## src/rtl/spi_lcd_rx_if.sv

```systemverilog
// Bus bundle for spi_lcd_rx: 3-wire LCD link pins on one side, pixel word
// valid/ready port and status flags on the other.
interface spi_lcd_rx_if #(
    parameter int WORD_W = 18
);
    logic              CSX_I;
    logic              SCL_I;
    logic              SDA_I;
    logic [WORD_W-1:0] DATA;
    logic              VALID;
    logic              READY;
    logic              OVERRUN;
    logic              CLR_OVR;
    logic              FRAME_ERR;
    logic              BUSY;

    // Receiver side: consumes the link pins, produces words and status.
    modport slave (
        input  CSX_I, SCL_I, SDA_I, READY, CLR_OVR,
        output DATA, VALID, OVERRUN, FRAME_ERR, BUSY
    );

    // Link driver / word consumer side.
    modport master (
        output CSX_I, SCL_I, SDA_I, READY, CLR_OVR,
        input  DATA, VALID, OVERRUN, FRAME_ERR, BUSY
    );
endinterface

```

## src/rtl/spi_lcd_rx.sv

```systemverilog
// Oversampling receiver for the 3-wire LCD link: deserializes WORD_W-bit words onto a valid/ready port.
// Build option: define SPI_LCD_RX_MSB_FIRST_EN for MSB-first bit order (default is LSB first).
module spi_lcd_rx #(
    parameter int WORD_W = 18
) (
    input  logic        CLK,
    input  logic        RESX,
    spi_lcd_rx_if.slave bus
);
    localparam int               CNT_W    = $clog2(WORD_W);
    localparam logic [CNT_W-1:0] LAST_BIT = CNT_W'(WORD_W - 1);

    typedef enum logic [1:0] {
        WAIT_IDLE,
        IDLE,
        SHIFT
    } state_t;

    state_t            r_state;
    logic              r_csx_s1, r_csx_s2;
    logic              r_scl_s1, r_scl_s2, r_scl_s3;
    logic              r_sda_s1, r_sda_s2;
    logic [CNT_W-1:0]  r_bit_cnt;
    logic [WORD_W-1:0] r_shift;
    logic [WORD_W-1:0] r_data;
    logic              r_valid;
    logic              r_overrun;
    logic              r_frame_err;
    logic              r_busy;

    logic              w_scl_rise;
    logic              w_word_done;
    logic              w_ovr_set;
    logic [CNT_W-1:0]  w_cnt_next;
    logic [WORD_W-1:0] w_shift_next;

    assign w_scl_rise  = r_scl_s2 & ~r_scl_s3;
    assign w_word_done = (r_state == SHIFT) & w_scl_rise & (r_bit_cnt == LAST_BIT);
    assign w_ovr_set   = w_word_done & r_valid & ~bus.READY;
    assign w_cnt_next  = (r_bit_cnt == LAST_BIT) ? '0 : r_bit_cnt + 1'b1;

`ifdef SPI_LCD_RX_MSB_FIRST_EN
    assign w_shift_next = {r_shift[WORD_W-2:0], r_sda_s2};
`else
    assign w_shift_next = {r_sda_s2, r_shift[WORD_W-1:1]};
`endif

    // NOTE: every register here uses non-blocking assignment so all of them
    // update from pre-edge values, keeping the synchronizer chains intact.
    always_ff @(posedge CLK) begin
        if (!RESX) begin
            // Synchronizers clear too, so WAIT_IDLE must see a genuine CSX high.
            r_csx_s1    <= 1'b0;
            r_csx_s2    <= 1'b0;
            r_scl_s1    <= 1'b0;
            r_scl_s2    <= 1'b0;
            r_scl_s3    <= 1'b0;
            r_sda_s1    <= 1'b0;
            r_sda_s2    <= 1'b0;
            r_state     <= WAIT_IDLE;
            r_bit_cnt   <= '0;
            r_shift     <= '0;
            r_data      <= '0;
            r_valid     <= 1'b0;
            r_overrun   <= 1'b0;
            r_frame_err <= 1'b0;
            r_busy      <= 1'b0;
        end else begin
            r_csx_s1    <= bus.CSX_I;
            r_csx_s2    <= r_csx_s1;
            r_scl_s1    <= bus.SCL_I;
            r_scl_s2    <= r_scl_s1;
            r_scl_s3    <= r_scl_s2;
            r_sda_s1    <= bus.SDA_I;
            r_sda_s2    <= r_sda_s1;
            r_frame_err <= 1'b0;

            case (r_state)
                WAIT_IDLE: begin
                    if (r_csx_s2) r_state <= IDLE;
                end
                IDLE: begin
                    if (!r_csx_s2) begin
                        r_state   <= SHIFT;
                        r_bit_cnt <= '0;
                        r_shift   <= '0;
                        r_busy    <= 1'b1;
                    end
                end
                SHIFT: begin
                    if (w_scl_rise) begin
                        r_shift   <= w_shift_next;
                        r_bit_cnt <= w_cnt_next;
                    end
                    // A same-cycle final bit completes the word before the frame check.
                    if (r_csx_s2) begin
                        r_state <= IDLE;
                        r_busy  <= 1'b0;
                        if ((w_scl_rise ? w_cnt_next : r_bit_cnt) != '0) r_frame_err <= 1'b1;
                    end
                end
                default: r_state <= WAIT_IDLE;
            endcase

            if (w_word_done) begin
                if (!r_valid || bus.READY) begin
                    r_data  <= w_shift_next;
                    r_valid <= 1'b1;
                end
            end else if (r_valid && bus.READY) begin
                r_valid <= 1'b0;
            end

            if (w_ovr_set) r_overrun <= 1'b1;
            else if (bus.CLR_OVR) r_overrun <= 1'b0;
        end
    end

    assign bus.DATA      = r_data;
    assign bus.VALID     = r_valid;
    assign bus.OVERRUN   = r_overrun;
    assign bus.FRAME_ERR = r_frame_err;
    assign bus.BUSY      = r_busy;
endmodule

```

## src/flat_wrapper.sv

```systemverilog
// flat-port wrapper written by rule: the top's interface ports become plain ports
module spi_lcd_rx_flat 
#(
    parameter int WORD_W = 18
)
  (CLK, RESX, bus_CSX_I, bus_SCL_I, bus_SDA_I, bus_READY, bus_CLR_OVR, bus_DATA, bus_VALID, bus_OVERRUN, bus_FRAME_ERR, bus_BUSY);
  spi_lcd_rx_if #(.WORD_W(WORD_W)) bus_i ();
  input  logic CLK;
  input  logic RESX;
  input wire logic [$bits(bus_i.CSX_I)-1:0] bus_CSX_I;
  input wire logic [$bits(bus_i.SCL_I)-1:0] bus_SCL_I;
  input wire logic [$bits(bus_i.SDA_I)-1:0] bus_SDA_I;
  input wire logic [$bits(bus_i.READY)-1:0] bus_READY;
  input wire logic [$bits(bus_i.CLR_OVR)-1:0] bus_CLR_OVR;
  output wire logic [$bits(bus_i.DATA)-1:0] bus_DATA;
  output wire logic [$bits(bus_i.VALID)-1:0] bus_VALID;
  output wire logic [$bits(bus_i.OVERRUN)-1:0] bus_OVERRUN;
  output wire logic [$bits(bus_i.FRAME_ERR)-1:0] bus_FRAME_ERR;
  output wire logic [$bits(bus_i.BUSY)-1:0] bus_BUSY;
  assign bus_i.CSX_I = bus_CSX_I;
  assign bus_i.SCL_I = bus_SCL_I;
  assign bus_i.SDA_I = bus_SDA_I;
  assign bus_i.READY = bus_READY;
  assign bus_i.CLR_OVR = bus_CLR_OVR;
  assign bus_DATA = bus_i.DATA;
  assign bus_VALID = bus_i.VALID;
  assign bus_OVERRUN = bus_i.OVERRUN;
  assign bus_FRAME_ERR = bus_i.FRAME_ERR;
  assign bus_BUSY = bus_i.BUSY;
  spi_lcd_rx #(.WORD_W(WORD_W)) u_core (.CLK(CLK), .RESX(RESX), .bus(bus_i));
endmodule
```

## config.mk

```make
export PLATFORM = sky130hd
export DESIGN_NAME = spi_lcd_rx_flat
export DESIGN_NICKNAME = d
export VERILOG_FILES = /design/src/rtl/spi_lcd_rx_if.sv /design/src/rtl/spi_lcd_rx.sv /design/src/flat_wrapper.sv
export SDC_FILE = /design/constraint.sdc
export NUM_CORES = 1
export LEC_CHECK = 0
export CAP_MARGIN = 10
export CORE_ASPECT_RATIO = 1.2
export CORE_MARGIN = 1
export CORE_UTILIZATION = 55
export DETAILED_ROUTE_END_ITERATION = 8
export PLACE_DENSITY = 0.8
export SLEW_MARGIN = 20
export SYNTH_ARGS = -nofsm -noshare
export SYNTH_HDL_FRONTEND = slang
export SYNTH_SLANG_ARGS = --single-unit
```

## constraint.sdc

```tcl
create_clock -name CLK -period 4.75 [get_ports CLK]
set_input_delay 0.95 -clock CLK [delete_from_list [all_inputs] [get_ports CLK]]
set_output_delay 0.95 -clock CLK [all_outputs]
set_load 0.05 [all_outputs]
```

==> results of run 1 <==
final timing paths:
| kind | cells past startpoint | from | endpoint |
|---|---|---|---|
| worst max-delay path | 4 | u_core.r_state[1] | u_core.bus.DATA[10] |
| worst min-delay path | 1 | u_core.r_scl_s1 | u_core.r_scl_s2 |
| worst max register to register | 4 | u_core.r_state[1] | u_core.bus.DATA[10] |
| worst min register to register | 1 | u_core.r_scl_s1 | u_core.r_scl_s2 |
kinds of logic (layout without fill, tap and decap cells):
| kind of cell | after synthesis | after routing | synth area share, % |
|---|---|---|---|
| AO/OA/AOI/OAI | 45 | 45 | 14.7 |
| multiplexers | 18 | 18 | 8.35 |
| flip-flops | 53 | 53 | 49.2 |
| adder cells (fa/ha/maj) | 2 | 2 | 1.16 |
| buffers and inverters | 18 | 41 | 5.86 |
| XOR/XNOR | 2 | 2 | 0.812 |
| AND/OR/NAND/NOR | 66 | 66 | 19.9 |
cell usage after synthesis, types with 2 or more instances:
master	count	area, µm²
a211oi_1	3	22.5
a21oi_1	10	50.1
a22oi_1	17	128
a31oi_1	3	18.8
and2_1	8	50.1
buf_4	3	22.5
buf_6	4	45.0
clkbuf_1	5	18.8
dfxtp_1	53	1060
ha_1	2	25.0
inv_1	4	15.0
mux2i_1	18	180
nand2_1	2	7.51
nand2b_1	2	12.5
nand3_1	2	10.0
nor2_1	3	11.3
nor2b_1	37	231
nor3b_1	2	15.0
o21ai_0	6	30.0
critical path, delay by kind of cell, from the launching register on:
kind	cells	cell delay, ps
flops	1	560
mux	1	350
simple gates	3	1510
registers in the layout (all words and copies together) (netlist names):
signal	count
u_core.r_shift	17
u_core.r_scl_s2	1
u_core.r_csx_s1	1
u_core.bus.VALID	1
u_core.r_sda_s2	1
u_core.r_scl_s3	1
u_core.bus.BUSY	1
u_core.bus.OVERRUN	1
u_core.bus.FRAME_ERR	1
u_core.r_state	2
u_core.bus.DATA	18
u_core.r_csx_s2	1
u_core.r_sda_s1	1
u_core.r_bit_cnt	5
u_core.r_scl_s1	1
metal layers:
| metal | part of all wire, % | wire, µm |
|---|---|---|
| met5 | 0 | 0 |
| met4 | 0.94 | 36 |
| met3 | 4.8 | 183 |
| met2 | 51 | 1930 |
| met1 | 44 | 1670 |
final cells by class:
type / instances / share of cell area (%)
Clock buffer: 5 / 2.76
Clock inverter: 3 / 1.00
Inverter: 4 / 0.602
Multi-Input combinational cell: 133 / 38.9
Sequential cell: 53 / 42.6
Tap cell: 52 / 2.61
Timing Repair Buffer: 29 / 11.5
power by group through the flow:
stage / logic, mW / registers, mW / clock network [mW]
after global routing: 0.0403 / 0.456 / 0.290
after global placement: 0.0356 / 0.465 / 0
after floorplan: 0.0258 / 0.466 / 0
after CTS: 0.0367 / 0.455 / 0.272
final: 0.0366 / 0.455 / 0.267
after detailed placement: 0.0365 / 0.465 / 0
per-stage QoR:
stage | worst slack [ps] | total power, mW | std cells
5_1_grt | 2040 | 0.787 | 279
3_3_place_gp | 2220 | 0.500 | 271
4_1_cts | 2200 | 0.764 | 279
3_5_place_dp | 2160 | 0.502 | 271
6_report | 2220 | 0.758 | 279
2_1_floorplan | 2810 | 0.492 | 204
==> flow_summary.toml, run 1 <==
[clock_network]
cts_inserted_buffers = 5
postCtsSetupBuffers = 0
cts_resized = 0
worstSkewPairLatency_ps = 320
clock-sinks = 53
cts_tree = "yes"
cts-root-buf = "clkbuf_8"
cts_max_level = 2
path_clk_slew_ps = 100
clk_path_buf_depth = 2
cts_hold_buf = 0

[sta]
fin_skew_ps = 8.12
rsz0062_at_grt = "no"
slew_headroom_pct = 46.4
max_slew.worst_pin.slew_ps = 805
timing_hold_violations_final = 0
maxSlewViolCount = 0
hold_ws_ps = 446
fin_crit_sh_pct = 53.2
fin_setup_tns_ps = 0
setup_viol = 0
min_period_ps = 2530
clock.fmax_mhz = 396

[worst_setup_path]
r2r_setup_slack_ps = 2220
start_kind = "flop"
crit_type = "reg -> reg"
crit_path_end_kind = "flop"
cpMaxStageDelayCell = "and4bb_1"
crit_chain = "and4bb_1 -> nand3_2 -> mux2i_1 -> nor2b_1"
cp_max_fo = 20
worst_ep_arrival_time_ps = 2740
cp_slowest_stage_delay_ps = 790
cp_data_required_time_ps = 4960

[global_route]
grtUsageMet2_pct = 33.8
gr-usage-met1_pct = 26.5
grt_util_all_layers_pct = 20.5
grt_pass1_vias = 1401
met3_usage_pct = 5.30
grt_max_degree = 54
grt.busiest_layer = "met2"
grt_pass1_wl_um = 6630
overflow = 0
grt_antenna_before_repair = 0

[detailed_routing]
first_pass_iters = 4
drt_first_iter_violations = 92
drcViolationCount = 0
routed_wl_um = 3820
ant_nets = 0
routedWlPerCell_um = 13.7
vias_per_cell = 5.39
vias = 1503

[logic_synthesis]
post_synth.cell_area_avg_um2 = 10.6
synth_seq_cells = 53
ys_seq_area_share_pct = 49.2
synthFlopType = "dfxtp_1"
yosysWarnings = 0
syn_area_mm2 = 0.00216
synth.distinct_cells = 39
syn-num-nets = 213
synth-edff-count = 0
async_flop_share_pct = 0
syn_inst = 204

[power_and_ir_drop]
p_comb_share_pct = 4.8
p_int_mw = 0.576
ir_drop_mv = 0.251
p_clk_share_pct = 35.2
p_leak_nw = 0.935
p_per_area_mw_per_mm2 = 304
pwr-share-seq_pct = 60.0
switchingPower_mw = 0.183
swShare_pct = 24.1

[layout]
diodes = 0
finalNetCount = 235
fill_cells = 293
seq_area_mm2 = 0.00106
final_cell_mix = "dfxtp_1 (53), nor2b_1 (37), clkdlybuf4s50_1 (28), mux2i_1 (18), a22oi_1 (17)"
fin_area_mm2 = 0.00249
multiInputGateArea_um2 = 970
syn_to_final_growth_pct = 15.5
drive_gt1_share_pct = 6.17
fin_util_pct = 67.5
final_common_cell = "dfxtp_1"

[run]
drv_cap = 0

[floorplanning]
dieArea_mm2 = 0.00418
row_count = 24
die_w_um = 59.2
initial_core_util_pct = 58.4
ios = 29
core_mm2 = 0.00369
die_height_um = 70.6

[placed_design]
routabilityCongestion = 0.749
place_hpwl_um = 2530
io_buffers = 28
place_area_mm2 = 0.00240

[outcome]
status = "finished, final reports clean"

[hold_path]
hold_path_class = "reg -> reg"
Power figures use the tool's default switching activity.
==> run 2: changes to the inputs <==
- CORE_UTILIZATION: 55 -> 48
- PLACE_DENSITY: 0.8 -> 0.74
- clock period: 4.75 -> 2.1 ns (I/O delays scaled with it)
==> run 2 against run 1 <==
- count of clock-buffer cells in the layout is the same
- global-route usage shrank 4.2 points
- non-clock buffer count grew 5
- combinational power grew 140%
- core utilization shrank 7.1 points
- first-iteration DRC count shrank 32%
- via count shrank 2.9%
- wire length shrank 6.9%
- critical path depth shrank 3
- flip-flop and latch count is the same
- power grew to 2.5 times the previous value
- die area grew 14%
- critical path type is now reg -> out
- critical endpoint is now bus_DATA[17]
- largest cell class unchanged
==> flow_summary.toml, run 2 (synthesis gave the netlist of run 1 again) <==
[global_route]
overflow = 0
grt_antenna_before_repair = 0
grt_pass1_vias = 1273
grt_pass1_wl_um = 6040
grt_util_all_layers_pct = 16.3
grt_max_degree = 31

[worst_setup_path]
crit_end = "bus_DATA[17]"
worst-path-stages = 1
cp_top_family = "buffers and inverters"
rr_worst_depth = 7
cpMaxStageDelayCell = "clkdlybuf4s50_1"
crit_type = "reg -> out"
start_kind = "flop"
cp_data_required_time_ps = 1680
crit_path_end_kind = "output pin"
worst_r2r_endpoint = "u_core.bus.DATA[17]"
r2r_setup_slack_ps = 490
crit_chain = "clkdlybuf4s50_1"
worst_ep_arrival_time_ps = 1470
critPathLaunch = "u_core.bus.DATA[17]"
path_buf_inv = 1
cp_slowest_stage_delay_ps = 810
reg2reg_from = "u_core.r_bit_cnt[1]"
cp_max_fo = 2

[detailed_routing]
drcViolationCount = 0
routedWlPerCell_um = 12.3
routed_wl_um = 3550
vias_per_cell = 5.07
vias = 1459
ant_nets = 0
drt_first_iter_violations = 63
first_pass_iters = 4

[power_and_ir_drop]
p_int_mw = 1.54
pwr-share-seq_pct = 53.2
ir_drop_mv = 0.453
p_leak_nw = 0.991
p_per_area_mw_per_mm2 = 745
switchingPower_mw = 0.388
p_comb_share_pct = 4.6
p_clk_share_pct = 42.2
swShare_pct = 20.1

[clock_network]
cts_hold_buf = 0
worstSkewPairLatency_ps = 310
clock-sinks = 53
postCtsSetupBuffers = 0
cts_resized = 0
path_clk_slew_ps = 90
clk_path_buf_depth = 2
cts_tree = "yes"
cts_inserted_buffers = 5
cts-root-buf = "clkbuf_8"
cts_max_level = 2

[hold_path]
hold_path_class = "reg -> reg"
min_path_cells = 1

[floorplanning]
dieArea_mm2 = 0.00477
ios = 29
die_height_um = 75.4
die_w_um = 63.2
row_count = 26
initial_core_util_pct = 50.2
core_mm2 = 0.00429

[sta]
fin_skew_ps = 7.29
max_slew.worst_pin.slew_ps = 492
fin_setup_tns_ps = 0
rsz0062_at_grt = "no"
clock.fmax_mhz = 530
setup_viol = 0
slew_headroom_pct = 67.1
timing_hold_violations_final = 0
maxSlewViolCount = 0
fin_ws_ps = 214
fin_crit_sh_pct = 89.8
min_period_ps = 1890

[layout]
finalNetCount = 240
fill_cells = 391
syn_to_final_growth_pct = 20.1
largest_reg_flops = 18
drive_gt1_share_pct = 8.19
final_common_cell = "dfxtp_1"
diodes = 0
final_cell_mix = "dfxtp_1 (53), nor2b_1 (37), clkdlybuf4s50_1 (28), mux2i_1 (18), a22oi_1 (17)"

[placed_design]
routabilityCongestion = 0.851
io_buffers = 28
place_hpwl_um = 2350
pre_cts_slack_ps = 314

[run]
drv_cap = 0

[outcome]
status = "finished, final reports clean"
==> run 2: area by class of cell <==
cell class	count	area (µm²)	share of cell area, %
clock buffer	5	68.8	2.66
clock inverter	3	68.8	2.66
inverter	4	15.0	0.579
multi-input combinational	133	970	37.4
sequential	53	1060	40.9
tap	56	70.1	2.70
timing repair buffer	34	338	13.0
==> run 2: worst min-delay path by stage <==
stage / start / end / slack [ps]
finish: u_core.r_csx_s1 / u_core.r_csx_s2 / 450
detailed placement: u_core.r_sda_s1 / u_core.r_sda_s2 / 420
floorplan: u_core.r_csx_s1 / u_core.r_csx_s2 / 410
global placement: u_core.r_csx_s1 / u_core.r_csx_s2 / 410
CTS: u_core.r_csx_s1 / u_core.r_csx_s2 / 450
global route: u_core.r_sda_s1 / u_core.r_sda_s2 / 470
==> run 2: power groups by stage <==
stage,Sequential (mW),Combinational [mW],Clock (mW)
2_1_floorplan,1.05,0.0583,0
3_3_place_gp,1.05,0.0870,0
3_5_place_dp,1.05,0.0881,0
4_1_cts,1.03,0.0886,0.829
5_1_grt,1.03,0.0968,0.873
6_report,1.03,0.0878,0.814
==> run 2: metrics by stage <==
stage	instances	area, µm²	hold slack [ps]	power [mW]	util (%)
after global placement	280	2450	415	1.14	57.1
after floorplan	204	2160	412	1.11	-
after CTS	288	2590	446	1.94	60.3
after global routing	288	2590	470	2.00	60.3
after detailed placement	280	2450	424	1.14	57.1
final	288	2590	448	1.93	60.3
==> run 2: layer usage <==
layer	share of wire [%]	track usage [%]	up-vias
met5	0	0	-
met4	1.6	6.82	0
met3	3.5	4.49	6
met2	46	25.6	24
met1	49	21.5	664
li1	-	-	765
==> run 3: changes to the inputs <==
- CORE_MARGIN: 1 -> default
- PLACE_DENSITY: 0.74 -> default
- PLACE_DENSITY_LB_ADDON: default -> 0.1
==> run 3 against run 2 <==
- cell count decreased by 0.35%
- power shrank 14%
- setup slack improved by 7.4 ps
- die area stayed put
- wire length rose by 7.3%
- cell area is 2.2% lower
- combinational power decreased by 2%
- clock skew shrank 1.0 ps
- core utilization is 1.3 points lower
- largest power group unchanged
- hold slack lost 7.7 ps
==> flow_summary.toml, run 3 (synthesis gave the netlist of run 1 again) <==
[outcome]
status = "finished, final reports clean"

[worst_setup_path]
rr_worst_depth = 6
cp_top_family = "buffers and inverters"
reg2reg_from = "u_core.r_bit_cnt[0]"
crit_chain = "clkdlybuf4s50_1"
start_kind = "flop"
crit_path_end_kind = "output pin"
cp_max_fo = 2
cpMaxStageDelayCell = "clkdlybuf4s50_1"
cp_data_required_time_ps = 1680
cp_slowest_stage_delay_ps = 820
worst_r2r_endpoint = "u_core.bus.DATA[0]"
crit_type = "reg -> out"
r2r_setup_slack_ps = 520
path_buf_inv = 1
worst_ep_arrival_time_ps = 1460

[layout]
drive_gt1_share_pct = 7.36
syn_to_final_growth_pct = 17.5
multiInputGateArea_um2 = 970
seq_area_mm2 = 0.00106
finalNetCount = 239
final_common_cell = "dfxtp_1"
diodes = 0
fin_area_mm2 = 0.00253
fill_cells = 395
fin_util_pct = 59.0
largest_reg_flops = 18
final_cell_mix = "dfxtp_1 (53), nor2b_1 (37), clkdlybuf4s50_1 (28), mux2i_1 (18), a22oi_1 (17)"
stdcell_count = 287

[placed_design]
io_buffers = 28
place_area_mm2 = 0.00245
pre_cts_slack_ps = 295
place_hpwl_um = 2620
routabilityCongestion = 0.837
place_inst = 279

[hold_path]
min_from = "u_core.r_scl_s1"
hold_path_end = "u_core.r_scl_s2"
min_path_cells = 1
hold_path_class = "reg -> reg"

[power_and_ir_drop]
p_per_area_mw_per_mm2 = 658
total_power_mw = 1.67
ir_drop_mv = 0.424
p_leak_nw = 0.954

[clock_network]
path_clk_slew_ps = 90
cts_resized = 0
cts_max_level = 2
worstSkewPairLatency_ps = 300
clock-sinks = 53
clk_path_buf_depth = 2
cts_inserted_buffers = 5
postCtsSetupBuffers = 0
cts_hold_buf = 0
cts_tree = "yes"
cts-root-buf = "clkbuf_8"

[floorplanning]
die_height_um = 75.4
dieArea_mm2 = 0.00477
row_count = 26
die_w_um = 63.2
initial_core_util_pct = 50.2
ios = 29
core_mm2 = 0.00429

[sta]
clock.fmax_mhz = 532
maxSlewViolCount = 0
max_slew.worst_pin.slew_ps = 516
rsz0062_at_grt = "no"
timing_hold_violations_final = 0
hold_ws_ps = 440
fin_setup_tns_ps = 0
min_period_ps = 1880
slew_headroom_pct = 65.5
fin_crit_sh_pct = 89.5
fin_ws_ps = 221
setup_viol = 0
fin_skew_ps = 6.27

[global_route]
grt_pass1_wl_um = 6630
grt_util_all_layers_pct = 17.6
grt_antenna_before_repair = 0
grt_max_degree = 27
overflow = 0
grt_pass1_vias = 1495

[detailed_routing]
routedWlPerCell_um = 13.3
routed_wl_um = 3810
drt_first_iter_violations = 61
vias = 1520
vias_per_cell = 5.30
ant_nets = 0
first_pass_iters = 4
drcViolationCount = 0

[run]
drv_cap = 0
[run 3: changes by cell type in the layout (fill, tap and decap cells not counted), sizes merged]
cell | previous run | this run
inv | 5 | 4
clkinvlp | 0 | 2
bufinv | 2 | 0
buf | 6 | 5
clkbuf | 5 | 6
[run 3: final cells by class]
cell class	instances	area share [%]
sequential	53	41.9
inverter	4	0.593
clock buffer	6	2.86
clock inverter	2	0.593
multi-input combinational	133	38.3
tap	56	2.77
timing repair buffer	33	13.0
[run 3: worst max path at each step]
stage / startpoint / to / slack [ps] / cells after the start
floorplan: u_core.bus.VALID / u_core.bus.DATA[0] / 440 / 6
global placement: bus_READY / u_core.bus.DATA[16] / 330 / 6
detailed placement: bus_READY / u_core.bus.DATA[15] / 300 / 6
CTS: u_core.bus.DATA[14] / bus_DATA[14] / 210 / 1
global route: u_core.bus.DATA[14] / bus_DATA[14] / 170 / 1
finish: u_core.bus.DATA[14] / bus_DATA[14] / 220 / 1
[run 3: power breakdown]
part | total (mW) | internal [mW] | leakage (nW) | switching [mW]
Clock | 0.553 | 0.235 | 0.0374 | 0.317
Combinational | 0.0861 | 0.0440 | 0.488 | 0.0422
Sequential | 1.03 | 1.02 | 0.429 | 0.0123
Total | 1.67 | 1.30 | 0.954 | 0.372
[run 3: layer usage]
layer	part of all wire (%)	wire length (µm)	global-route usage [%]	up-vias
met4	1.5	57	7.32	0
met3	3.0	113	4.19	6
met1	42	1590	18.8	727
met5	0	0	0	-
li1	-	-	-	759
met2	54	2060	33.5	28
